[src/rtl/adder_pkg.sv]
// Shared sizing helpers for the chunked arithmetic datapaths.
// Holds constant functions only, so any datapath can import it without pulling in types.
package adder_pkg;

  function automatic int unsigned nstage(input int unsigned width,
                                         input int unsigned chunk);
    return (width + chunk - 1) / chunk;
  endfunction

  // The last slice takes whatever bits remain after the full-width slices.
  function automatic int unsigned slice_width(input int unsigned width,
                                              input int unsigned chunk,
                                              input int unsigned s);
    return (s == nstage(width, chunk) - 1) ? width - s * chunk : chunk;
  endfunction

endpackage

[src/rtl/adder_chunk_stage.sv]
// One pipeline stage: adds its operand slice plus the incoming carry and merges the
// slice result into the partial sum. Holds while i_en is low; clears asynchronously.
module adder_chunk_stage
  import adder_pkg::*;
#(
  parameter  int unsigned WIDTH = 64,
  parameter  int unsigned CHUNK = 16,
  parameter  int unsigned STAGE = 0,
  localparam int unsigned SW    = slice_width(WIDTH, CHUNK, STAGE),
  localparam int unsigned LO    = STAGE * CHUNK
) (
  input  logic             clk,
  input  logic             rst_n,
  input  logic             i_en,
  input  logic             i_valid,
  input  logic [SW-1:0]    i_a,
  input  logic [SW-1:0]    i_b,
  input  logic             i_cin,
  input  logic [WIDTH-1:0] i_sum,
  output logic             o_valid,
  output logic             o_carry,
  output logic [WIDTH-1:0] o_sum
);

  logic [SW:0]      w_slice;
  logic [WIDTH-1:0] w_sum;
  logic             r_valid;
  logic             r_carry;
  logic [WIDTH-1:0] r_sum;

  assign w_slice = {1'b0, i_a} + {1'b0, i_b} + {{SW{1'b0}}, i_cin};

  always_comb begin
    w_sum          = i_sum;
    w_sum[LO +: SW] = w_slice[SW-1:0];
  end

  always_ff @(posedge clk or negedge rst_n) begin
    if (!rst_n) begin
      r_valid <= 1'b0;
      r_carry <= 1'b0;
      r_sum   <= '0;
    end else if (i_en) begin
      r_valid <= i_valid;
      r_carry <= w_slice[SW];
      r_sum   <= w_sum;
    end
  end

  assign o_valid = r_valid;
  assign o_carry = r_carry;
  assign o_sum   = r_sum;

endmodule

[src/rtl/pipelined_chunk_adder.sv]
// Pipelined unsigned adder/subtractor: one CHUNK-bit slice per stage, carry registered
// between stages, whole pipe advancing together under a valid/ready handshake.
module pipelined_chunk_adder
  import adder_pkg::*;
#(
  parameter int unsigned WIDTH = 64,
  parameter int unsigned CHUNK = 16
) (
  input  logic             clk,
  input  logic             rst_n,
  input  logic             in_valid,
  output logic             in_ready,
  input  logic [WIDTH-1:0] in_a,
  input  logic [WIDTH-1:0] in_b,
  input  logic             in_sub,
  input  logic             in_cin,
  output logic             out_valid,
  input  logic             out_ready,
  output logic [WIDTH:0]   out_sum
);

  localparam int unsigned NSTAGE = nstage(WIDTH, CHUNK);

  logic              w_adv;
  logic [WIDTH-1:0]  w_b_eff;
  logic              w_cin_eff;
  logic [NSTAGE-1:0] w_valid;
  logic [NSTAGE-1:0] w_carry;
  logic [WIDTH-1:0]  w_sum [NSTAGE];

  assign w_adv     = ~out_valid | out_ready;
  assign in_ready  = w_adv;
  assign w_b_eff   = in_sub ? ~in_b : in_b;
  assign w_cin_eff = in_sub | in_cin;

  for (genvar s = 0; s < NSTAGE; s++) begin : g_st
    localparam int unsigned REMW = WIDTH - s * CHUNK;
    localparam int unsigned SW   = slice_width(WIDTH, CHUNK, s);

    // w_opa/w_opb hold the operand bits not yet added, right-aligned to this stage's slice.
    logic [REMW-1:0]  w_opa;
    logic [REMW-1:0]  w_opb;
    logic             w_vin;
    logic             w_cin;
    logic [WIDTH-1:0] w_sin;

    if (s == 0) begin : g_in
      assign w_opa = in_a;
      assign w_opb = w_b_eff;
      assign w_vin = in_valid;
      assign w_cin = w_cin_eff;
      assign w_sin = '0;
    end else begin : g_fwd
      logic [REMW-1:0] r_opa;
      logic [REMW-1:0] r_opb;

      always_ff @(posedge clk or negedge rst_n) begin
        if (!rst_n) begin
          r_opa <= '0;
          r_opb <= '0;
        end else if (w_adv) begin
          r_opa <= g_st[s-1].w_opa[REMW+CHUNK-1:CHUNK];
          r_opb <= g_st[s-1].w_opb[REMW+CHUNK-1:CHUNK];
        end
      end

      assign w_opa = r_opa;
      assign w_opb = r_opb;
      assign w_vin = w_valid[s-1];
      assign w_cin = w_carry[s-1];
      assign w_sin = w_sum[s-1];
    end

    adder_chunk_stage #(
      .WIDTH(WIDTH),
      .CHUNK(CHUNK),
      .STAGE(s)
    ) u_stage (
      .clk    (clk),
      .rst_n  (rst_n),
      .i_en   (w_adv),
      .i_valid(w_vin),
      .i_a    (w_opa[SW-1:0]),
      .i_b    (w_opb[SW-1:0]),
      .i_cin  (w_cin),
      .i_sum  (w_sin),
      .o_valid(w_valid[s]),
      .o_carry(w_carry[s]),
      .o_sum  (w_sum[s])
    );
  end

  assign out_valid = w_valid[NSTAGE-1];
  assign out_sum   = {w_carry[NSTAGE-1], w_sum[NSTAGE-1]};

endmodule

[config.mk]
export PLATFORM = sky130hd
export DESIGN_NAME = pipelined_chunk_adder
export DESIGN_NICKNAME = d
export VERILOG_FILES = /design/src/rtl/adder_pkg.sv /design/src/rtl/adder_chunk_stage.sv /design/src/rtl/pipelined_chunk_adder.sv
export SDC_FILE = /design/constraint.sdc
export NUM_CORES = 1
export LEC_CHECK = 0
export CORE_MARGIN = 4
export CORE_UTILIZATION = 57
export CTS_CLUSTER_SIZE = 25
export DETAILED_ROUTE_END_ITERATION = 10
export GPL_TIMING_DRIVEN = 0
export PLACE_DENSITY = 0.89
export SYNTH_ARGS = -nofsm -noshare
export SYNTH_HDL_FRONTEND = slang
export SYNTH_SLANG_ARGS = --single-unit
[constraint.sdc]
create_clock -name clk -period 5.7 [get_ports clk]
set_input_delay 0.57 -clock clk [delete_from_list [all_inputs] [get_ports clk]]
set_output_delay 0.57 -clock clk [all_outputs]
set_load 0.02 [all_outputs]
# After elaboration in Yosys (flattened, before gate mapping)
# Index checks and enable logic that the tools add are counted.
classes:
  add_sub_neg: 8
  mux: 1
  bitwise_logic: 4
op_table:
  columns: ["cell", "n"]
  rows:
  - ["16-bit by 16-bit adder with 17-bit output", 4]
  - ["17-bit by 1-bit adder with 17-bit output", 4]
  - ["64-bit two-way mux", 1]
  - ["64-bit NOT", 1]
  - ["1-bit OR", 2]
  - ["1-bit NOT", 1]
totals:
  out_inout_bits: 67
  register_bits: 360
  elab_cells: 31

# Longest topological paths before layout
# Gate-level depths: netlist (run 1).
depth:
  depth_word: 4
  ltp_mapped: 12

# By module
# From an unflattened synthesis (run 1), not the netlist that was laid out.
unflattened:
  hier_cells: 1514
  area_unflattened_um2: 21443.1
modules_own_cells:
  columns: ["mod", "cells_per_inst", "instances", "area_per_inst_um2"]
  rows:
  - ["pipelined_chunk_adder", 479, 1, 8478.1]
  - ["adder_chunk_stage (g_st[0].u_stage ...)", 260, 2, 3244.4]
  - ["adder_chunk_stage (g_st[3].u_stage)", 255, 1, 3244.4]
  - ["adder_chunk_stage (g_st[2].u_stage)", 260, 1, 3231.8]

# Worst setup path before layout (run 1)
# No wires, ideal clock.
synth_timing:
  path_kind: "input-to-reg"
  startpoint: "in in_sub"
  endpoint: "reg g_st[0].u_stage.r_carry"
  required_time_ns: 5.579
  arrival_ns: 3.127
  path_stages: 12
  slack_ns: 2.452
  path_cell_list: "clkbuf_1 -> buf_2 -> xor2_1 -> fa_1 -> inv_1 -> fa_1 -> nor2b_1 -> o31a_1 -> o31a_1 -> a221oi_4 -> nor3_1 -> o22a_1"
synth_between:
  elab_chain_cells: 3
  elab_cells_between_ends: 4
  classes_between: "2 x add/sub; 1 x mux; 1 x bitwise"
synth_rtl:
  columns: ["item", "line_no", "text"]
  rows:
  - ["start: declaration", "pipelined_chunk_adder.sv:15", "input logic in_sub,"]
  - ["64-bit two-way mux", "pipelined_chunk_adder.sv:33", "assign w_b_eff = in_sub ? ~in_b : in_b;"]
  - ["16-bit by 16-bit adder with 17-bit output", "adder_chunk_stage.sv:31", "assign w_slice = {1'b0, i_a} + {1'b0, i_b} + {{SW{1'b0}}, i_cin};"]
  - ["17-bit by 1-bit adder with 17-bit output *", "adder_chunk_stage.sv:31", null]
  - ["end signal: assignment", "adder_chunk_stage.sv:45", "r_carry <= w_slice[SW];"]
  - ["end: declaration", "adder_chunk_stage.sv:28", "logic r_carry;"]
# Mark *: on every way between the ends. The rest lies on a longest branch, timed or not.
# A chain may end at the register's enable or synchronous reset.

# Final worst setup path (run 1)
# Ends and elaborated chain as after synthesis.

==> results.sh, run 1 <==
export IMPL_status="completed"
export IMPL_synth_edff_count=0
export IMPL_drt_iter0_drc=1238
export IMPL_grt_pass1_wl_mm=68.96
export IMPL_synth_ff_type="dfrtp_1"
export IMPL_ys_ff_latch=360
export IMPL_cts_buffers=37
export IMPL_rsz0062_at_grt="false"
export IMPL_setup_tns_ns=0
export IMPL_antenna_cells=0
export IMPL_critical_path_top_delay_family="buffers and inverters"
export IMPL_vias=13820
export IMPL_fin_util=0.7097
export IMPL_maxCapViolCount=0
export IMPL_endpoint_kind="register"
export IMPL_netlist_instances=1875
export IMPL_critical_path_slowest_cell="clkbuf_1"
export IMPL_wl_met1_mm=17.08
export IMPL_setup_violations=0
export IMPL_num_io_pins=201
export IMPL_fp_dieArea_um2=32230
export IMPL_cp_max_fo=10
export IMPL_grt_pass1_vias=13980
export IMPL_synth_avg_cell_area_um2=8.945
export IMPL_grt_use_total=0.2591
export IMPL_insertion_delay_ns=0.52
export IMPL_htreeDepth=2
export IMPL_synth_area_um2=16770
export IMPL_area_growth_pct=22.11
export IMPL_root_buffer="clkbuf_16"
export IMPL_vdd_drop_max_v=0.0002347
export IMPL_post_route_min_period_ns=3.703
export IMPL_regToRegStartpoint="g_st[3].g_fwd.r_opa[0]"
export IMPL_ctsResizeCount=0
export IMPL_clk_path_buf_depth=3
export IMPL_hold_viol=0
export IMPL_drt_total_wl_mm=42.34
export IMPL_gp_congestion=0.9193
export IMPL_ys_types=64
export IMPL_die_w_um=179.5
export IMPL_most_common_layout_cells="nand2_1, dfrtp_1, clkdlybuf4s50_1"
export IMPL_ant_nets=0
export IMPL_fin_area_um2=20480
export IMPL_p_leak_nw=9.878
export IMPL_cp_startpoint="in_sub"
export IMPL_cp_slowest_stage_delay_ns=0.72
export IMPL_dp_hpwl_mm=30.53
export IMPL_vias_per_cell=5.476
export IMPL_wire_per_inst_um=16.78
export IMPL_yosysSeqAreaShare=0.5371
export IMPL_total_power_mw=11.84
export IMPL_finalClockSkew_ns=0.01703
export IMPL_postCtsSetupBuffers=0
export IMPL_drc_errors=0
export IMPL_nets=2317
export IMPL_chipHeight_um=179.5
export IMPL_port_buffers=199
export IMPL_antenna_found_initial=0
export IMPL_final_cells=2523
export IMPL_fmax_ghz=0.2701
export IMPL_path_clk_slew_ns=0.06
export IMPL_synth_warnings=0
export IMPL_pwr_density_cell_nw_per_um2=578.1
export IMPL_start_util=0.5812
export IMPL_synthArstFlopShare=1.000
export IMPL_tightest_slew_ns=1.002
export IMPL_grt_ovfl_total=0
export IMPL_drive_gt1_frac=0.03880
export IMPL_dp_cells=2460
export IMPL_arrival_ns=4.11
export IMPL_place_area_um2=19300
export IMPL_path_cells="clkbuf_1, buf_2, xor2_1, fa_1, inv_1, fa_1, nor2b_1, o31a_1, o31a_1, a221oi_4, nor3_1, o22a_1"
export IMPL_cp_start_kind="input pin"
export IMPL_path_class="in2reg"
export IMPL_dr_pass1_iters=5
export IMPL_routed_top_layer="met4"
export IMPL_crit_buf_inv=3
export IMPL_finalCritPeriodShare=0.6496
export IMPL_layout_commonest_cell="nand2_1"
export IMPL_core_um2=28860
export IMPL_cts_hold_buf=0
export IMPL_slew_headroom=0.3321
export IMPL_grt_max_degree=131
export IMPL_drv_slew=0
export IMPL_synthesis_nets=2077
export IMPL_dr_wl_met2_mm=20.34
export IMPL_cp_required_ns=6.10
export IMPL_wl_met3_mm=3.027
export IMPL_hold_path_class="in2async"
export IMPL_floorplan_rows=62
export IMPL_cts_tree="done"
export IMPL_cts_sinks=360
-- area by class of cell --
class | instances | area (um^2)
repair buffers | 201 | 2052
clock inverters | 9 | 73.82
clock buffers | 54 | 1102
fillers | 2106 | 8377
plain buffers | 97 | 410.4
well taps | 384 | 480.5
inverters | 12 | 45.04
flip-flops and latches | 360 | 9009
multi-input cells | 1406 | 7308
-- power by group --
part           internal [mW]  total (mW)  leakage (nW)  switching [mW]
clock network           1.38        2.35         0.586           0.969
logic                   2.07        5.10          4.97            3.02
registers               3.71        4.39          4.32           0.681
total                   7.17        11.8          9.88            4.67
-- per-layer routing --
| metal | GRT usage | vias to the layer above |
|---|---|---|
| met1 | 0.3361 | 6583 |
| met4 | 0.1097 | 0 |
| met5 | 0 | - |
| met3 | 0.04547 | 129 |
| met2 | 0.4337 | 531 |
| li1 | - | 6572 |
-- synth_stat cells, types with 3 or more instances --
cell type  count  area (um^2)
a211o_1        5        43.79
a211oi_1      14        105.1
a21boi_0       4        30.03
a21o_1        20        150.1
a21oi_1       68        340.3
a31oi_1        6        37.54
and2_1         3        18.77
and3_1         3        18.77
buf_2          7        35.03
buf_6          4        45.04
clkbuf_1      82        307.8
dfrtp_1      360         9009
fa_1           8        160.2
ha_1          60        750.7
inv_1         12        45.04
nand2_1      851         3194
nand2b_1       5        31.28
nand3_1       11        55.05
nand4_1        5        31.28
nor2_1        55        206.5
nor3_1         8        40.04
nor3b_1        3        22.52
o211ai_1       9        67.56
o21a_1         7        52.55
o21ai_0       95        475.5
o21ai_1        3        15.01
o21bai_1       4        30.03
o221ai_1       3        26.28
o2bb2ai_1      3        26.28
o31ai_1        3        22.52
xnor2_1       71        621.9
xor2_1        36        315.3
-- worst paths after layout --
| path | end | slack [ns] | depth (start not counted) |
|---|---|---|---|
| worst max register to register | g_st[3].u_stage.o_sum[60] | 2.77 | 8 |
| worst max-delay path | g_st[0].u_stage.o_carry | 2.00 | 12 |
| min in group clk | g_st[2].u_stage.o_sum[17] | 0.46 | 2 |
| worst min-delay path | g_st[3].u_stage.o_sum[25] | 0.08 | 1 |
| worst min register to register | g_st[2].u_stage.o_sum[17] | 0.46 | 2 |
| max in group asynchronous | g_st[1].g_fwd.r_opa[40] | 4.52 | 2 |
-- registers in the layout, indices dropped and copies added (netlist names) --
register	flops
g_st.u_stage.o_carry	4
g_st.u_stage.o_valid	4
g_st.g_fwd.r_opa	96
g_st.u_stage.o_sum	160
g_st.g_fwd.r_opb	96
-- cells by family (layout without fill, tap and decap cells) --
logic type / Yosys count / count (layout) / synth area share
XOR/XNOR: 107 / 107 / 0.05587
flip-flops: 360 / 360 / 0.5371
multiplexers: 2 / 2 / 0.001194
buffers and inverters: 109 / 373 / 0.02715
AND/OR/NAND/NOR: 958 / 958 / 0.2222
adder cells (fa/ha/maj): 68 / 68 / 0.05431
AO/OA/AOI/OAI: 271 / 271 / 0.1022
-- worst register-to-register path: stages (launching register included) --
cell      delay (ns)
dfrtp_1         0.40
fa_1            0.49
fa_1            0.47
a211o_1         0.33
o211ai_1        0.21
a31oi_1         0.28
a221oi_2        0.39
xor2_1          0.17
o21ai_0         0.08
-- metrics by stage --
step                hold WS, ns  worst slack (ns)
global route             0.1819             1.885
floorplan                0.2744             2.452
finish                  0.07811             1.997
CTS                      0.1374             2.076
global placement         0.4416            -10.57
detailed placement       0.4543             1.545
No activity file was read; power rests on OpenSTA's default activity.
==> run 2: changes to the inputs <==
--- a/config.mk
+++ b/config.mk
@@ -6,11 +6,11 @@
 export NUM_CORES = 1
 export LEC_CHECK = 0
 export CORE_MARGIN = 4
-export CORE_UTILIZATION = 57
+export CORE_UTILIZATION = 56
 export CTS_CLUSTER_SIZE = 25
 export DETAILED_ROUTE_END_ITERATION = 10
 export GPL_TIMING_DRIVEN = 0
-export PLACE_DENSITY = 0.89
+export PLACE_DENSITY = 0.88
 export SYNTH_ARGS = -nofsm -noshare
 export SYNTH_HDL_FRONTEND = slang
 export SYNTH_SLANG_ARGS = --single-unit
==> constraint.sdc (replaced) <==
create_clock -name clk -period 3.5 [get_ports clk]
set_input_delay 0.35 -clock clk [delete_from_list [all_inputs] [get_ports clk]]
set_output_delay 0.35 -clock clk [all_outputs]
set_load 0.02 [all_outputs]
==> results.sh, run 2 (same netlist as run 1, synthesis figures left out) <==
export IMPL_power_internal_mw=11.79
export IMPL_num_io_pins=201
export IMPL_start_util=0.5674
export IMPL_port_buffers=199
export IMPL_hold_depth=3
export IMPL_switching_share=0.3929
export IMPL_grt_max_degree=129
export IMPL_fin_area_um2=20560
export IMPL_r2r_end="g_st[3].u_stage.o_sum[60]"
export IMPL_drt_total_wl_mm=42.30
export IMPL_hold_path_class="in2reg"
export IMPL_grt_pass1_vias=13810
export IMPL_grt_use_total=0.2540
export IMPL_core_um2=29560
export IMPL_finalClockSkew_ns=0.01089
export IMPL_dp_hpwl_mm=31.05
export IMPL_final_cells=2534
export IMPL_p_leak_nw=9.911
export IMPL_postCtsSetupBuffers=0
export IMPL_insertion_delay_ns=0.52
export IMPL_ant_nets=0
export IMPL_cp_required_ns=3.15
export IMPL_p_clk_frac=0.204
export IMPL_drt_iter0_drc=1039
export IMPL_rr_worst_depth=8
export IMPL_fmax_ghz=0.3011
export IMPL_cts_sinks=360
export IMPL_setup_violations=0
export IMPL_endpoint_kind="output port"
export IMPL_pwr_share_comb=0.427
export IMPL_cp_start_kind="register"
export IMPL_root_buffer="clkbuf_16"
export IMPL_drive_gt1_frac=0.04104
export IMPL_fp_dieArea_um2=32780
export IMPL_most_common_layout_cells="nand2_1, dfrtp_1, clkdlybuf4s50_1"
export IMPL_antenna_cells=0
export IMPL_pwr_density_cell_nw_per_um2=944.3
export IMPL_slew_headroom=0.3557
export IMPL_drv_slew=0
export IMPL_antenna_found_initial=2
export IMPL_gp_congestion=0.9376
export IMPL_cts_tree="done"
export IMPL_tightest_slew_ns=0.9665
export IMPL_arrival_ns=2.97
export IMPL_place_area_um2=19310
export IMPL_finalCritPeriodShare=0.9489
export IMPL_rrSetupSlack_ns=0.70
export IMPL_htreeDepth=2
export IMPL_grt_pass1_wl_mm=68.17
export IMPL_nets=2318
export IMPL_nFillCells=2171
export IMPL_cp_max_fo=10
export IMPL_regToRegStartpoint="g_st[3].g_fwd.r_opa[0]"
export IMPL_cts_buffers=37
export IMPL_path_clk_slew_ns=0.06
export IMPL_drc_errors=0
export IMPL_post_route_min_period_ns=3.321
export IMPL_status="completed"
export IMPL_floorplan_rows=63
export IMPL_maxCapViolCount=0
export IMPL_wire_per_inst_um=16.69
export IMPL_vias=13750
export IMPL_area_growth_pct=22.58
export IMPL_sequentialPowerShare=0.369
export IMPL_vias_per_cell=5.425
export IMPL_dr_pass1_iters=6
export IMPL_path_class="reg2out"
export IMPL_vdd_drop_max_v=0.0004152
export IMPL_worstHoldStart="in_a[25]"
export IMPL_dp_cells=2466
export IMPL_min_to="g_st[1].g_fwd.r_opa[9]"
export IMPL_die_w_um=181.1
export IMPL_layout_commonest_cell="nand2_1"
export IMPL_rsz0062_at_grt="false"
export IMPL_grt_ovfl_total=0
export IMPL_hold_viol=0
export IMPL_chipHeight_um=181.1
export IMPL_clk_path_buf_depth=3
export IMPL_largest_reg_flops=160
export IMPL_switching_power_mw=7.628
## run 2: worst max-delay path: stages (launching register included)
cell	delay, ns
dfrtp_1	0.37
nor2b_1	0.14
buf_6	0.16
inv_1	0.11
clkbuf_1	0.54
clkbuf_1	0.44
clkdlybuf4s50_1	0.70
## run 2: power by group through the flow
| stage | logic, mW | registers [mW] | clock network, mW |
|---|---|---|---|
| floorplan | 5.16 | 7.34 | 0 |
| global route | 9.19 | 7.34 | 4.18 |
| global placement | 7.78 | 7.12 | 0 |
| detailed placement | 8.17 | 7.19 | 0 |
| finish | 8.30 | 7.16 | 3.96 |
| CTS | 8.26 | 7.14 | 4.00 |
## run 2: routing by layer
layer,vias to the layer above,global-route usage,part of all wire
met4,2,0.06545,0.023
met5,-,0,0.00028
li1,6576,-,-
met3,87,0.04671,0.072
met1,6611,0.3198,0.40
met2,471,0.4552,0.50
## run 2: how the worst max path moves through the flow
stage	cells after the start	end	start	slack [ns]
after global routing	6	in_ready	g_st[3].u_stage.o_valid	0.01
after floorplan	12	g_st[0].u_stage.o_carry	in_sub	0.47
final	6	in_ready	g_st[3].u_stage.o_valid	0.18
after CTS	12	g_st[0].u_stage.o_carry	in_sub	0.12
after detailed placement	12	g_st[0].u_stage.o_carry	in_sub	-0.40
after global placement	1	g_st[1].g_fwd.r_opa[31]	rst_n	-12.56
## run 2: area by class of cell
| class | instances | area, um^2 | share of cell area |
|---|---|---|---|
| buffer | 97 | 411.6 | 0.02002 |
| clock buffer | 55 | 1116 | 0.05428 |
| clock inverter | 12 | 120.1 | 0.005842 |
| inverter | 12 | 45.04 | 0.002191 |
| multi-input combinational | 1406 | 7308 | 0.3555 |
| sequential | 360 | 9009 | 0.4382 |
| tap | 390 | 488.0 | 0.02373 |
| timing repair buffer | 202 | 2062 | 0.1003 |
## run 2: timing repair
| item | CTS | global route |
|---|---|---|
| endpoints found under the setup margin | 0 | 3 |
| resized for setup | 0 | 3 |
| hold endpoints to repair | 56 | 0 |
| hold buffers | 1 | 0 |
## run 2: per-stage QoR
step	setup TNS [ns]	setup slack [ns]	hold WS [ns]	utilization	power (mW)
6_report	0	0.1790	0.3611	0.6955	19.42
2_1_floorplan	0	0.4722	0.05441	-	12.50
5_1_grt	0	0.01023	0.3688	0.6955	20.71
3_3_place_gp	-4509.43	-12.56	0.4437	0.6513	14.90
3_5_place_dp	-2.064	-0.4002	0.4552	0.6533	15.36
4_1_cts	0	0.1208	0.3519	0.6955	19.40
